<file path="src/rtl/multi_cycle_control.sv">
// Multi-cycle processor control unit: IF/ID/EX/MEM/WB/HLT state machine with
// combinationally decoded datapath strobes and a fetched-instruction counter.
module multi_cycle_control #(
    parameter int CNT_W = 16
) (
    input  logic             clk,
    input  logic             reset,
    input  logic [3:0]       opcode,
    input  logic [5:0]       funct,
    input  logic             mem_ready,
    input  logic             bcond,
    output logic             mem_read,
    output logic             mem_write,
    output logic             i_or_d,
    output logic             ir_write,
    output logic             pc_write,
    output logic [1:0]       pc_source,
    output logic             alu_src_a,
    output logic [1:0]       alu_src_b,
    output logic             reg_write,
    output logic [1:0]       reg_dst,
    output logic [1:0]       mem_to_reg,
    output logic             wwd,
    output logic             halt,
    output logic [CNT_W-1:0] num_inst
);

    typedef enum logic [2:0] {
        S_IF,
        S_ID,
        S_EX,
        S_MEM,
        S_WB,
        S_HLT
    } state_t;

    localparam logic [3:0] OP_JMP = 4'd9;
    localparam logic [3:0] OP_JAL = 4'd10;
    localparam logic [3:0] OP_LWD = 4'd7;
    localparam logic [3:0] OP_SWD = 4'd8;
    localparam logic [3:0] OP_RT  = 4'd15;

    localparam logic [5:0] FN_JPR = 6'd25;
    localparam logic [5:0] FN_JRL = 6'd26;
    localparam logic [5:0] FN_WWD = 6'd28;
    localparam logic [5:0] FN_HLT = 6'd29;

    state_t state;
    state_t next;
    logic   cnt_en;

    always_ff @(posedge clk or posedge reset) begin
        if (reset) begin
            state    <= S_IF;
            num_inst <= '0;
        end else begin
            state <= next;
            if (cnt_en)
                num_inst <= num_inst + CNT_W'(1);
        end
    end

    always_comb begin
        next       = state;
        cnt_en     = 1'b0;
        mem_read   = 1'b0;
        mem_write  = 1'b0;
        i_or_d     = 1'b0;
        ir_write   = 1'b0;
        pc_write   = 1'b0;
        pc_source  = 2'd0;
        alu_src_a  = 1'b0;
        alu_src_b  = 2'd0;
        reg_write  = 1'b0;
        reg_dst    = 2'd0;
        mem_to_reg = 2'd0;
        wwd        = 1'b0;
        halt       = 1'b0;

        case (state)
            S_IF: begin
                mem_read = 1'b1;
                if (mem_ready) begin
                    ir_write = 1'b1;
                    pc_write = 1'b1;
                    cnt_en   = 1'b1;
                    next     = S_ID;
                end
            end
            S_ID: begin
                next = S_IF;
                case (opcode)
                    OP_JMP: begin
                        pc_write  = 1'b1;
                        pc_source = 2'd2;
                    end
                    OP_JAL: begin
                        pc_write   = 1'b1;
                        pc_source  = 2'd2;
                        reg_write  = 1'b1;
                        reg_dst    = 2'd2;
                        mem_to_reg = 2'd2;
                    end
                    OP_RT: begin
                        case (funct)
                            FN_JPR: begin
                                pc_write  = 1'b1;
                                pc_source = 2'd3;
                            end
                            FN_JRL: begin
                                pc_write   = 1'b1;
                                pc_source  = 2'd3;
                                reg_write  = 1'b1;
                                reg_dst    = 2'd2;
                                mem_to_reg = 2'd2;
                            end
                            FN_WWD:  wwd  = 1'b1;
                            FN_HLT:  next = S_HLT;
                            default: if (funct < 6'd8) next = S_EX;
                        endcase
                    end
                    default: if (opcode <= OP_SWD) next = S_EX;
                endcase
            end
            S_EX: begin
                next      = S_IF;
                alu_src_a = 1'b1;
                if (opcode == OP_RT) begin
                    alu_src_b = 2'd1;
                    next      = S_WB;
                end else if (opcode >= 4'd4 && opcode <= 4'd6) begin
                    alu_src_b = 2'd2;
                    next      = S_WB;
                end else if (opcode == OP_LWD || opcode == OP_SWD) begin
                    alu_src_b = 2'd2;
                    next      = S_MEM;
                end else if (opcode <= 4'd3) begin
                    alu_src_b = 2'd1;
                    pc_source = 2'd1;
                    pc_write  = bcond;
                end else begin
                    alu_src_a = 1'b0;
                end
            end
            S_MEM: begin
                i_or_d = 1'b1;
                if (opcode == OP_LWD) begin
                    mem_read = 1'b1;
                    if (mem_ready) next = S_WB;
                end else if (opcode == OP_SWD) begin
                    mem_write = 1'b1;
                    if (mem_ready) next = S_IF;
                end else begin
                    i_or_d = 1'b0;
                    next   = S_IF;
                end
            end
            S_WB: begin
                reg_write = 1'b1;
                next      = S_IF;
                if (opcode == OP_RT)
                    reg_dst = 2'd1;
                else if (opcode == OP_LWD)
                    mem_to_reg = 2'd1;
            end
            S_HLT: begin
                halt = 1'b1;
            end
            default: next = S_IF;
        endcase

        // State is already IF during reset; mask its fetch request so nothing leaks out.
        if (reset) begin
            cnt_en     = 1'b0;
            mem_read   = 1'b0;
            mem_write  = 1'b0;
            i_or_d     = 1'b0;
            ir_write   = 1'b0;
            pc_write   = 1'b0;
            pc_source  = 2'd0;
            alu_src_a  = 1'b0;
            alu_src_b  = 2'd0;
            reg_write  = 1'b0;
            reg_dst    = 2'd0;
            mem_to_reg = 2'd0;
            wwd        = 1'b0;
            halt       = 1'b0;
        end
    end

endmodule

</file>
<file path="config.mk">
export PLATFORM = sky130hd
export DESIGN_NAME = multi_cycle_control
export DESIGN_NICKNAME = d
export VERILOG_FILES = /design/src/rtl/multi_cycle_control.sv
export SDC_FILE = /design/constraint.sdc
export NUM_CORES = 1
export LEC_CHECK = 0
export BUFFER_PORTS_ARGS = -buffer_cell sky130_fd_sc_hd__buf_4
export CAP_MARGIN = 10
export CORE_MARGIN = 2
export CORE_UTILIZATION = 40
export DETAILED_ROUTE_END_ITERATION = 8
export PLACE_DENSITY = 0.68
export SYNTH_ARGS = -nofsm -noshare
export SYNTH_HDL_FRONTEND = slang
export SYNTH_SLANG_ARGS = --single-unit
</file>
<file path="constraint.sdc">
create_clock -name clk -period 1.6 [get_ports clk]
set_input_delay 0.4 -clock clk [delete_from_list [all_inputs] [get_ports clk]]
set_output_delay 0.4 -clock clk [all_outputs]
set_load 0.02 [all_outputs]
</file>
==> results.txt <==
----------------------------------------------------
[STA]
  Max Fclk ... slightly below 500 MHz
  Unrepaired setup endpoints after global routing ... true
  Actual transition at the worst max-transition pin ... ~320 ps
  Final Hold Viols ... 0
  Final setup vio count ... 31
  Shortest clock period the worst path allows after layout ... slightly above 2000 ps
  Share of the clock period used by the worst path ... 129%
  Final hold slack ... between 300 and 400 ps
  Final Skew ... between 8 and 9 ps
  Worst slew margin relative to its limit ... between 70% and 80%
  Least setup slack across all paths after layout ... -463 ps
  Number of pins with negative max-slew slack in the final report ... 0

[Pwr]
  Portion of total power attributed to combinational logic ... 61.1%
  Part of the power in registers ... ~29%
  Sum of internal, switching and leakage power ... 0.00248 W
  VDD IR max ... about 790 uV
  Cell area power density ... about 1000 mW/mm^2
  Internal Pwr Total ... 0.00146 W
  Relative contribution of the clock network to total power ... around 10%
  Leak ... about 1.2 nW
  Net switching power of the design ... approximately 0.0010 W
  Net Sw Frac ... just over 40%

[Global routing]
  Met2 usage ... 39.4%
  GRT busiest layer ... met2
  Pin count of the biggest net entering global routing ... 20
  First-pass GRT wire length ... ~6200 um
  Initial antenna violation count ... 0
  M3 GR Usage ... 3.99%
  Overall overflow remaining after global route ... 0
  GR Layer Usage met1 ... 27.6%
  Vias in the first global route ... roughly 1400
  Total global routing track utilization ... a little over a fifth

[Synthesis]
  Xor-xnor portion of the synthesized cell area ... approximately an eighth
  Cell type with the largest total area after synthesis ... sky130_fd_sc_hd__dfrtp_1
  Synthesized flop and latch total ... 19
  Sequential area share after synthesis ... between 30% and 40%
  Ys flop type ... sky130_fd_sc_hd__dfrtp_1
  Net count of the mapped netlist ... 163
  Synthesized-area fraction occupied by and/or/nand/nor cells ... 34.6%
  Synth Instances ... 148
  Area share of the leading cell type in the synthesized netlist ... a little over a third
  Leading post-synthesis cells by cell area ... sky130_fd_sc_hd__dfrtp_1 36%, sky130_fd_sc_hd__xor2_1 6.0%, sky130_fd_sc_hd__xnor2_1 5.3%
  Synth unique cells ... between 40 and 50
  Mux cell area share after synthesis ... less than 1%
  Main combinational cell family by area after synthesis ... simple AND/OR/NAND/NOR gates
  Number of enable flip-flop cells after synthesis ... 0
  Share of flip-flops with an asynchronous set or reset ... 100%
  Mean area per synthesized cell ... a little under 9 um^2
  Compound-gate portion of the synthesized area ... roughly a tenth
  Number of warnings printed during yosys synthesis ... 0
  Adder-Cell Fraction of Synth Area ... less than 1%
  Netlist area before placement ... 0.00131 mm^2

[Floorplan]
  Die Footprint ... about 0.0037 mm^2
  Die Wd ... 61.2 um
  Effective utilization at floorplan ... 42.6%
  Die height ... just over 60 um
  Floorplan Core Area ... about 0.003 mm^2
  Site Rows ... 20
  Number of ports placed on the die boundary ... 47

[Drt]
  Drt pass-1 iters ... 4
  Vias/cell ... between 5 and 6
  Avg WL per Cell ... 15.9 um
  Antenna Violating Nets Remaining ... 0
  Violation count after the first detailed-route iteration ... 52
  DRT Wirelength ... around 4400 um
  DRC violations left ... 0
  Vias ... about 1400

[Run]
  Number of maximum-capacitance constraint violations ... 0

[Placement]
  Area after DPL ... a little over 0.002 mm^2
  Half-perimeter wire length after detailed placement ... about 2800 um
  Count of placed standard cells including taps ... ~260
  I/O Buffers ... 46
  Placer Congestion ... about 0.8

[Cells and area]
  Diodes inserted ... 0
  Filler Cell Count ... around 190
  P&R area growth vs syn ... 90.3%
  End-of-flow core utilization ... slightly above 80%
  Share of cells above drive strength 1 ... ~64%
  Post-layout net count ... approximately 250
  Final std cell area, no fill ... roughly 0.0025 mm^2
  Number of standard cells in the layout, taps in and fillers out ... 279

[Clocking]
  TritonCTS sink count ... 19
  CTS tree ... yes
  Clk buf depth ... 2
  Number of H-tree levels ... 1
  Clock tree root driver cell ... sky130_fd_sc_hd__clkbuf_4
  Total clock buffers created by CTS ... 3
  Clock latency reported for the late side of the worst-skew pair ... 300 ps
  CTS clock-pin slew for the worst setup and hold paths ... approximately 120 ps

[Setup path]
  Largest fanout on the critical path ... 4
  Crit end category ... output pin
  Worst Path Arrival ... between 1500 and 2000 ps
  Worst Path Class, Setup ... reg -> out
  Worst Reg2Reg Path Length in Cells ... 7
  Endpoint required time on the critical path ... 1200 ps
  Startpoint type of the worst setup path ... register

[Min path]
  Worst hold path type ... in -> async

[Status]
  Violated checks ... setup timing
  Run status ... finished with violations

----------------------------------------------------
## final cells by class
cell class / count / area [um^2] / area share [%]
clock buffers: 3 / 22.5 / 0.904
flip-flops and latches: 19 / 479 / 19.2
inverters: 3 / 15.0 / 0.602
repair buffers: 93 / 822 / 33.0
well taps: 44 / 55.1 / 2.21
multi-input cells: 116 / 1090 / 43.9
clock inverters: 1 / 5.00 / 0.201
## Yosys cell counts (all sizes together), types with 2 or more instances
library cell,count
or2,3
clkbuf,4
o21ai,5
or3,3
o21a,2
nand4,8
nand3,6
a2bb2oi,2
xor2,9
nor2,17
inv,3
and4,3
nand3b,3
dfrtp,19
buf,6
and3,3
nor3,6
a31oi,2
nand2,13
nor4,4
a21oi,4
xnor2,9
nand2b,2
## power by group through the flow
stage               logic (W)  clock network, W  registers, W
floorplan            0.000533                 0      0.000742
global placement     0.000981                 0      0.000695
detailed placement    0.00100                 0      0.000697
CTS                   0.00132          0.000249      0.000695
global route          0.00162          0.000283      0.000730
finish                0.00152          0.000254      0.000712
## state kept, by name (all words and copies together), names as in the netlist
signal	count
num_inst	16
state	3
## final timing paths
check,start,end,slack [ps]
max in group asynchronous,reset,state[1]$_DFFE_PP0P_,1030
worst max-delay path,state[2]$_DFFE_PP0P_,alu_src_a,-460
worst min-delay path,reset,state[0]$_DFFE_PP0P_,330
worst max register to register,state[0]$_DFFE_PP0P_,num_inst[14]$_DFFE_PP0P_,-250
min in group clk,num_inst[15]$_DFFE_PP0P_,num_inst[15]$_DFFE_PP0P_,470
worst min register to register,num_inst[15]$_DFFE_PP0P_,num_inst[15]$_DFFE_PP0P_,470
## repair_timing
item	in CTS	in global routing
setup buffers	10	9
gates resized for setup	54	26
setup endpoints to repair	21	33
pin swaps	15	13
hold buffers	0	0
## per-layer routing
| metal | share of wire, % | vias to the layer above |
|---|---|---|
| li1 | - | 701 |
| met1 | 40 | 691 |
| met2 | 52 | 43 |
| met3 | 4.8 | 12 |
| met4 | 2.3 | 0 |
| met5 | 0 | - |
## critical path, stage by stage, from the launching register on
cell and delay, ps:
sky130_fd_sc_hd__dfrtp_1 400, sky130_fd_sc_hd__or2_4 240, sky130_fd_sc_hd__or3_4 400, sky130_fd_sc_hd__a31oi_4 180, sky130_fd_sc_hd__buf_6 140
## layout by cell type (no fill, tap or decap), types with 3 or more instances in the layout
cell type	Yosys	layout
sky130_fd_sc_hd__dfrtp_1	19	16
sky130_fd_sc_hd__nand3b_1	3	3
sky130_fd_sc_hd__dfrtp_2	0	3
sky130_fd_sc_hd__nor3_4	0	3
sky130_fd_sc_hd__o21ai_0	4	4
sky130_fd_sc_hd__nand3_1	6	4
sky130_fd_sc_hd__xor2_1	9	9
sky130_fd_sc_hd__nor2_4	0	9
sky130_fd_sc_hd__clkbuf_4	0	3
sky130_fd_sc_hd__nand2_1	13	11
sky130_fd_sc_hd__buf_4	1	61
sky130_fd_sc_hd__nand4_1	7	7
sky130_fd_sc_hd__nor2_1	17	6
sky130_fd_sc_hd__buf_6	1	31
sky130_fd_sc_hd__xnor2_1	8	7
## through the flow
| step | setup WS [ps] | setup TNS (ps) |
|---|---|---|
| after floorplan | -327 | -2690 |
| after global placement | -346 | -5840 |
| after detailed placement | -382 | -6380 |
| after CTS | -423 | -6480 |
| after global routing | -504 | -9230 |
| final | -463 | -7070 |
## logic make-up (layout without fill, tap and decap cells)
kind of cell	after synthesis	in the layout
buffers and inverters	13	100
xor gates and xnor gates	18	18
adders and majority gates	1	1
muxes	1	1
DFF	19	19
AOI/OAI and AO/OA	19	19
and+or+nand+nor	77	77
Power figures use the tool's default switching activity.
